==> src/rtl/cpu_types_pkg.sv <==
// -----------------------------------------------------------------------------
// cpu_types_pkg
// Shared CPU types: the machine word and the memory-stage controller states.
// -----------------------------------------------------------------------------
package cpu_types_pkg;

    localparam int WORD_W = 32;
    // Word-address width: byte address with the two byte-offset bits dropped.
    localparam int WADDR_W = WORD_W - 2;

    typedef logic [WORD_W-1:0]  word_t;
    typedef logic [WADDR_W-1:0] waddr_t;

    typedef enum logic [1:0] {
        IDLE   = 2'd0,
        ACCESS = 2'd1,
        DONE   = 2'd2,
        HALTED = 2'd3
    } memstate_t;

endpackage

==> src/rtl/mem_access_ctrl_ll_link_reg.sv <==
// -----------------------------------------------------------------------------
// ll_link_reg
// Per-core LL/SC link register. Holds the linked word address and its valid
// bit, applies set/clear events from completed accesses and snoop invalidates,
// and reports whether an SC to a given word would currently succeed.
//
// Ports
//   CLK, RST          clock, synchronous active-high reset
//   set_i             LL completed this cycle (link acc_waddr_i)
//   sc_done_i         SC completed this cycle (consume the link)
//   st_done_i         plain store completed this cycle at acc_waddr_i
//   acc_waddr_i       word address of the completing access
//   snoop_inv_i       remote invalidate this cycle
//   snoop_waddr_i     word address of the remote invalidate
//   chk_waddr_i       word address of the SC being evaluated
//   sc_ok_o           link valid, matches chk_waddr_i, and no same-cycle
//                     matching snoop
// -----------------------------------------------------------------------------
module ll_link_reg
    import cpu_types_pkg::*;
(
    input  logic   CLK,
    input  logic   RST,
    input  logic   set_i,
    input  logic   sc_done_i,
    input  logic   st_done_i,
    input  waddr_t acc_waddr_i,
    input  logic   snoop_inv_i,
    input  waddr_t snoop_waddr_i,
    input  waddr_t chk_waddr_i,
    output logic   sc_ok_o
);

    logic   link_valid_q, link_valid_d;
    waddr_t link_addr_q,  link_addr_d;

    always_comb begin
        link_valid_d = link_valid_q;
        link_addr_d  = link_addr_q;
        if (set_i) begin
            link_valid_d = 1'b1;
            link_addr_d  = acc_waddr_i;
        end
        if (sc_done_i) begin
            link_valid_d = 1'b0;
        end
        if (st_done_i && (acc_waddr_i == link_addr_q)) begin
            link_valid_d = 1'b0;
        end
        // Compare against the next address so a snoop that lands on the very
        // cycle an LL completes still kills the fresh link.
        if (snoop_inv_i && (snoop_waddr_i == link_addr_d)) begin
            link_valid_d = 1'b0;
        end
    end

    always_ff @(posedge CLK) begin
        if (RST) begin
            link_valid_q <= 1'b0;
            link_addr_q  <= '0;
        end else begin
            link_valid_q <= link_valid_d;
            link_addr_q  <= link_addr_d;
        end
    end

    assign sc_ok_o = link_valid_q
                  && (chk_waddr_i == link_addr_q)
                  && !(snoop_inv_i && (snoop_waddr_i == link_addr_q));

endmodule

==> src/rtl/mem_access_ctrl.sv <==
// -----------------------------------------------------------------------------
// mem_access_ctrl
// Memory-stage access controller. Turns the EX/MEM memory controls into a
// held request/hit handshake with the data cache, returns load data (or the
// SC result) and a combinational stall, and owns the LL/SC link register.
//
// Ports
//   CLK, RST                    clock, synchronous active-high reset
//   DRen_i, DWen_i              load / store request from EX/MEM
//   ll_i, sc_i                  load is LL / store is SC
//   halt_i                      halt reached the memory stage
//   aluout_i, rdat2_i           effective address / store data
//   dhit, dmemload              cache completion and read data
//   snoop_inv, snoop_addr       remote invalidate and its address
//   dmemREN, dmemWEN            registered cache read / write request
//   dmemaddr, dmemstore         registered cache address / write data
//   mem_stall                   combinational freeze of IF..EX/MEM
//   load_o                      captured load data or SC result (0/1)
//   halt_o                      sticky halt to the flush logic
// -----------------------------------------------------------------------------
module mem_access_ctrl
    import cpu_types_pkg::*;
(
    input  logic  CLK,
    input  logic  RST,
    input  logic  DRen_i,
    input  logic  DWen_i,
    input  logic  ll_i,
    input  logic  sc_i,
    input  logic  halt_i,
    input  word_t aluout_i,
    input  word_t rdat2_i,
    input  logic  dhit,
    input  word_t dmemload,
    input  logic  snoop_inv,
    input  word_t snoop_addr,
    output logic  dmemREN,
    output logic  dmemWEN,
    output word_t dmemaddr,
    output word_t dmemstore,
    output logic  mem_stall,
    output word_t load_o,
    output logic  halt_o
);

    memstate_t state_q;
    logic      dmem_ren_q, dmem_wen_q;
    word_t     dmem_addr_q, dmem_store_q;
    word_t     load_q;
    logic      halt_q;
    logic      ll_q, sc_q;

    logic      req_any;
    logic      req_is_sc;
    logic      sc_ok;
    logic      acc_hit;
    logic      unused_snoop_offset;

    // Byte offset of a snoop is irrelevant: link granularity is one word.
    assign unused_snoop_offset = ^snoop_addr[1:0];

    assign req_any   = DRen_i | DWen_i;
    // Read wins on a (malformed) simultaneous request, so SC only counts
    // when it is really a write.
    assign req_is_sc = sc_i & DWen_i & ~DRen_i;
    assign acc_hit   = (state_q == ACCESS) & dhit;

    ll_link_reg u_link (
        .CLK           (CLK),
        .RST           (RST),
        .set_i         (acc_hit & dmem_ren_q & ll_q),
        .sc_done_i     (acc_hit & dmem_wen_q & sc_q),
        .st_done_i     (acc_hit & dmem_wen_q & ~sc_q),
        .acc_waddr_i   (dmem_addr_q[31:2]),
        .snoop_inv_i   (snoop_inv),
        .snoop_waddr_i (snoop_addr[31:2]),
        .chk_waddr_i   (aluout_i[31:2]),
        .sc_ok_o       (sc_ok)
    );

    always_ff @(posedge CLK) begin
        if (RST) begin
            state_q      <= IDLE;
            dmem_ren_q   <= 1'b0;
            dmem_wen_q   <= 1'b0;
            dmem_addr_q  <= '0;
            dmem_store_q <= '0;
            load_q       <= '0;
            halt_q       <= 1'b0;
            ll_q         <= 1'b0;
            sc_q         <= 1'b0;
        end else begin
            case (state_q)
                IDLE: begin
                    if (req_any) begin
                        if (req_is_sc && !sc_ok) begin
                            // Failed SC never reaches the cache.
                            state_q <= DONE;
                            load_q  <= '0;
                        end else begin
                            state_q      <= ACCESS;
                            dmem_ren_q   <= DRen_i;
                            dmem_wen_q   <= DWen_i & ~DRen_i;
                            dmem_addr_q  <= aluout_i;
                            dmem_store_q <= rdat2_i;
                            ll_q         <= DRen_i & ll_i;
                            sc_q         <= req_is_sc;
                        end
                    end else if (halt_i) begin
                        state_q <= HALTED;
                        halt_q  <= 1'b1;
                    end
                end
                ACCESS: begin
                    if (dhit) begin
                        state_q    <= DONE;
                        dmem_ren_q <= 1'b0;
                        dmem_wen_q <= 1'b0;
                        if (dmem_ren_q) begin
                            load_q <= dmemload;
                        end else if (sc_q) begin
                            load_q <= 32'd1;
                        end
                    end
                end
                DONE: begin
                    // One unstalled cycle lets EX/MEM advance before the
                    // next request is looked at.
                    state_q <= IDLE;
                end
                HALTED: begin
                    state_q <= HALTED;
                end
                default: begin
                    state_q <= IDLE;
                end
            endcase
        end
    end

    always_comb begin
        mem_stall = 1'b0;
        case (state_q)
            IDLE:    mem_stall = req_any;
            ACCESS:  mem_stall = 1'b1;
            default: mem_stall = 1'b0;
        endcase
    end

    assign dmemREN   = dmem_ren_q;
    assign dmemWEN   = dmem_wen_q;
    assign dmemaddr  = dmem_addr_q;
    assign dmemstore = dmem_store_q;
    assign load_o    = load_q;
    assign halt_o    = halt_q;

endmodule

==> config.mk <==
export PLATFORM = sky130hd
export DESIGN_NAME = mem_access_ctrl
export DESIGN_NICKNAME = d
export VERILOG_FILES = /design/src/rtl/cpu_types_pkg.sv /design/src/rtl/mem_access_ctrl_ll_link_reg.sv /design/src/rtl/mem_access_ctrl.sv
export SDC_FILE = /design/constraint.sdc
export NUM_CORES = 1
export LEC_CHECK = 0
export CORE_MARGIN = 10
export CORE_UTILIZATION = 65
export DETAILED_ROUTE_END_ITERATION = 7
export DONT_BUFFER_PORTS = 1
export PLACE_DENSITY = 0.92
export SLEW_MARGIN = 30
export SYNTH_ARGS = -nofsm -noshare
export SYNTH_HDL_FRONTEND = slang
export SYNTH_HIERARCHICAL = 1
export SYNTH_SLANG_ARGS = --single-unit
==> constraint.sdc <==
create_clock -name CLK -period 3.58 [get_ports CLK]
set_clock_uncertainty 0.2 [all_clocks]
set_input_delay 0.179 -clock CLK [delete_from_list [all_inputs] [get_ports CLK]]
set_output_delay 0.179 -clock CLK [all_outputs]
set_load 0.01 [all_outputs]
## Word-level counts from Yosys, hierarchy flattened

Index checks and enable logic that the tools add are counted.

- Register bits: 134
- Logic and storage cells: 75
- Input bits: 137
- Output and inout port bits: 100

- Reduce and logical (&&, ||, !) cells: 16
- Bitwise gates (word level): 15
- Muxes and demuxes: 20
- Equal/unequal tests: 13

Operators by type and width:

| cell | count |
|---|---|
| $mux 32 | 5 |
| $eq 30x30->1 | 4 |
| $pmux 32 s2 | 1 |
| $mux 30 | 1 |
| $and 1x1->1 | 10 |
| $mux 2 | 4 |
| $ne 2x2->1 const B | 4 |
| $pmux 2 s4 | 1 |
| $logic_and 1x1->1 | 6 |
| $ne 3x3->1 const B | 2 |
| $pmux 1 s2 | 3 |
| $reduce_and 3->1 | 2 |
| $mux 1 | 5 |
| $reduce_and 5->1 | 1 |
| $eq 2x2->1 const B | 2 |
| $not 1->1 | 4 |
| $reduce_and 4->1 | 1 |
| $reduce_or 4->1 | 1 |
| $eq 2x1->1 const B | 1 |
| $logic_not 1->1 | 2 |
| $logic_not 2->1 | 1 |
| $reduce_and 2->1 | 1 |
| $reduce_bool 2->1 | 1 |
| $or 1x1->1 | 1 |

## Longest topological paths before layout

- Depth in word-level cells: 9
- Mapped depth: 11
- Mapped depth without buffers: 9

## By module

The synthesis kept the hierarchy.

By module, submodules not included:

| module | area each (um^2) | cells an instance | seq. area each (um^2) | times used |
|---|---|---|---|---|
| mem_access_ctrl | 4070.2 | 483 | 2062.0 | 1 |
| ll_link_reg | 2418.6 | 261 | 620.6 | 1 |

## Least setup slack after synthesis

No wires, ideal clock.

- Kind: register to register
- From: register u_link.link_addr_q[3]
- To: register dmem_store_q[10] (netlist: dmemstore[10])
- Data required time: 3.248 ns
- Clock period less this slack: 2.403 ns
- Arrival: 2.071 ns
- Path buffers: 2
- Setup time: 0.132 ns
- Cell stages (with the launch flop): 11
- Path slack: 1.177 ns
- Path through: dfxtp_1 xnor2_1 nand4_1 nor4_1 a41oi_1 nand2b_1 a21oi_1 buf_2 clkbuf_1 nand3b_1 a21oi_1

- Longest elaborated chain between the ends: 8
- Elaborated cells on any way between the ends: 10

Ends and longest elaborated chain:

| item | line | source |
|---|---|---|
| start: declaration | mem_access_ctrl_ll_link_reg.sv:35 | `waddr_t link_addr_q, link_addr_d;` |
| start signal: assignment | mem_access_ctrl_ll_link_reg.sv:63 | `link_addr_q <= link_addr_d;` |
| $eq 30x30->1 | mem_access_ctrl_ll_link_reg.sv:69 | `&& !(snoop_inv_i && (snoop_waddr_i == link_addr_q));` |
| $logic_and 1x1->1 | mem_access_ctrl_ll_link_reg.sv:69 |  |
| $logic_not 1->1 | mem_access_ctrl_ll_link_reg.sv:69 |  |
| $logic_and 1x1->1 * | mem_access_ctrl_ll_link_reg.sv:69 |  |
| net sc_ok | mem_access_ctrl.sv:55 | `logic sc_ok;` |
| $logic_not 1->1 * | mem_access_ctrl.sv:96 | `if (req_is_sc && !sc_ok) begin` |
| $logic_and 1x1->1 * | mem_access_ctrl.sv:96 |  |
| $not 1->1 (no source line) * | -- |  |
| $reduce_and 3->1 (no source line) * | -- |  |
| end signal: assignment | mem_access_ctrl.sv:105 | `dmem_store_q <= rdat2_i;` |
| end: declaration | mem_access_ctrl.sv:48 | `word_t dmem_addr_q, dmem_store_q;` |

The timed path passes the listed nets; every way through them passes the cells marked *.
A chain may end at the register's enable or synchronous reset.

## Worst setup path after layout

- From: register u_link.link_addr_q[13]
- To: register dmem_store_q[11] (netlist: dmemstore[11])

The elaborated chain is that of the path after synthesis.

==> metrics <==
Vias/cell between 6 and 7; WL final 26300 um; Initial Util between 60% and 70%; syn nets 881; GRT Overall Usage around a third; placed cell count just over 800; Post-synth EDFFs 0; worst slew pin tran about 0.75 ns; first-pass GRT wire length between 30000 and 40000 um; largest net degree at the start of global routing 104; fin util approximately 89%; ys flop type dfxtp_1; maximum clock frequency 281 MHz; via count around 6700; Critical Path AT between 3 and 4 ns; Pwr Density 465 mW/mm2; final setup fails 0; worst reg2reg path depth 10; CTS tree done; leading area contributor after synthesis dfxtp_1; row cnt 36; final hold vios 0; clk_lat worst skew around 0.52 ns; R2R Setup Slk approximately 0.026 ns; r2r endpoint dmemstore[11]; non-filler instance count after layout 1018; Final HPWL DP approximately 15000 um; DR pass1 iterations 6; WP data required 3.83 ns; final net count 1004; Lkg Pwr 2.99 nW; commonest non-fill, non-tap cell in the layout dlygate4sd3_1; die area between 0.01 and 0.015 mm2; global route overflow 0; worst path bufs/invs 1; kind of critical path reg2reg; Gate Count Post-Synth between 700 and 800; Yosys top cell area share between 40% and 50%; CP Max Fanout 19; post-route minimum period roughly 3.6 ns; Setup crit end kind flip-flop; vias in the first global route approximately 6700; Worst slew margin about 50%; worst hold path cell count 3; peak supply drop just under 0.0005 V; Inserted Clock Buffers 17; Core ar. around 0.0097 mm2; FFs w/ async S/R, synth 0%; count of cell types in the netlist 34; worst hold slack between 0.1 and 0.15 ns; clock-pin slew on the worst setup and hold paths approximately 0.070 ns; H-tree Lvls 4; syn_area_per_cell ~8.7 um2; crit path cell chain xnor2_1 -> nand4_1 -> nor4_1 -> nand4_1 -> a41oi_1 -> nand2b_2 -> a21oi_4 -> nand3b_1 -> dlygate4sd3_1 -> a21oi_1; critical path's slowest cell dlygate4sd3_1; sequential area share after synthesis 41.3%; initial antenna violation count 4; most frequent cells in the layout 149 x dlygate4sd3_1, 134 x dfxtp_1, 94 x o21ai_0, 68 x a21oi_1, 67 x xor2_1; chip height around 120 um; share of layout cells above drive strength 1 under 10%; run status completed; DRC Markers 0; Hold Path Sink load_o[19]; GPL Wtd Cong about 0.96; Clock Path Buffers 2; I/O pin count 237; I/O Buffers 0; Worst path max stage delay 0.61 ns; Hold WC Path Type in2reg; WL/cell ~26 um; Hold Path Origin dmemload[19]; Tcrit/Tclk final 99.3%; Ys Warns 6; 1st-iter DRT viols slightly below 1000; Post-Syn Area between 0.006 and 0.007 mm2; Synth area leaders dfxtp_1 41%, xor2_1 9.0%, nand3b_1 7.5%; Clock Sinks between 100 and 150; cell mode on critical path nand4_1; post-route ant nets 0; Startpoint Class flip-flop; area grow syn2layout 33.3%; Root Buffer clkbuf_8; Slew Viols, Final 0; Yosys reg bits 134; R2R Path Start u_link/link_addr_q[13]; max-cap viol count 0; Die X approximately 120 um; Crit path max-delay family simple AND/OR/NAND/NOR gates
-- worst reg2reg max path: stages, from the launching register on --
cell	delay (ns)
dfxtp_1	0.38
xnor2_1	0.29
nand4_1	0.18
nor4_1	0.43
nand4_1	0.14
a41oi_1	0.32
nand2b_2	0.35
a21oi_4	0.19
nand3b_1	0.23
dlygate4sd3_1	0.62
a21oi_1	0.17
-- how the worst max path moves through the flow --
stage	start	end	slack, ns	cells after the start
floorplan	u_link/link_addr_q[3]	dmemstore[10]	1.18	10
global placement	u_link/link_addr_q[4]	load_o[0]	0.45	8
detailed placement	u_link/link_addr_q[10]	dmemstore[30]	0.42	9
CTS	state_q[0]	u_link/link_valid_q	0.04	10
global route	state_q[0]	u_link/link_valid_q	-0.01	10
finish	u_link/link_addr_q[13]	dmemstore[11]	0.03	10
-- per-layer routing --
| layer | share of wire [%] | global-route usage (%) | up-vias |
|---|---|---|---|
| met5 | 0 | 0 | - |
| met4 | 4.7 | 17.9 | 0 |
| li1 | - | - | 2850 |
| met3 | 13 | 14.3 | 118 |
| met2 | 47 | 55.5 | 594 |
| met1 | 35 | 37.6 | 3178 |
-- sequential cells by signal, summed over array words and instances, names as in the netlist --
signal / cells
state_q: 2
u_link/link_valid_q: 1
dmemREN: 1
load_o: 32
sc_q: 1
ll_q: 1
dmemaddr: 32
dmemWEN: 1
dmemstore: 32
halt_o: 1
u_link/link_addr_q: 30
-- what timing repair did --
| action | 4_1_cts | 5_1_grt |
|---|---|---|
| endpoints found under the setup margin | 0 | 17 |
| endpoints found under the hold margin | 134 | 24 |
| setup buffers | 0 | 0 |
| hold buffers | 149 | 1 |
| gates resized for setup | 0 | 3 |
-- final cells by class --
type                       instances  area (um2)
clock inverter                    13         146
inverter                           5        18.8
timing repair buffer             158        1620
tap                              133         166
antenna                            5        12.5
clock buffer                      19         432
sequential                       134        2680
multi-input combinational        551        3570
fill                             451        1080
-- cell families (layout without fill, tap and decap cells) --
| kind of cell | Yosys count | count (layout) | share of synthesized area [%] |
|---|---|---|---|
| AOI/OAI and AO/OA | 176 | 177 | 14.2 |
| xor gates and xnor gates | 120 | 120 | 16.2 |
| buffers and inverters | 60 | 195 | 4.32 |
| DFF | 134 | 134 | 41.3 |
| muxes | 31 | 31 | 4.78 |
| other | 0 | 5 | 0 |
| and+or+nand+nor | 223 | 223 | 19.2 |
-- through the flow --
step | setup TNS [ns] | setup slack, ns | total power [mW] | area, um2
floorplan | 0 | 1.18 | 1.99 | 6490
CTS | 0 | 0.0422 | 3.94 | 8600
global placement | 0 | 0.447 | 2.06 | 6490
finish | 0 | 0.0260 | 4.02 | 8650
global route | -0.0193 | -0.0143 | 4.12 | 8650
detailed placement | 0 | 0.421 | 2.09 | 6520
-- synthesized netlist by cell type, drive strengths merged, types with 4 or more instances --
cell type,number
dfxtp,134
o21ai,98
a21oi,69
xor2,67
nand3b,65
xnor2,53
clkbuf,42
nor2,41
nand2,38
nand3,33
mux2i,31
nand4,23
buf,13
nor4,13
inv,4
nand2b,4
-- power breakdown --
part | internal [mW] | switching [mW]
clock network | 1.02 | 0.710
logic | 0.270 | 0.332
registers | 1.57 | 0.126
total | 2.85 | 1.17
Power figures use the tool's default switching activity.
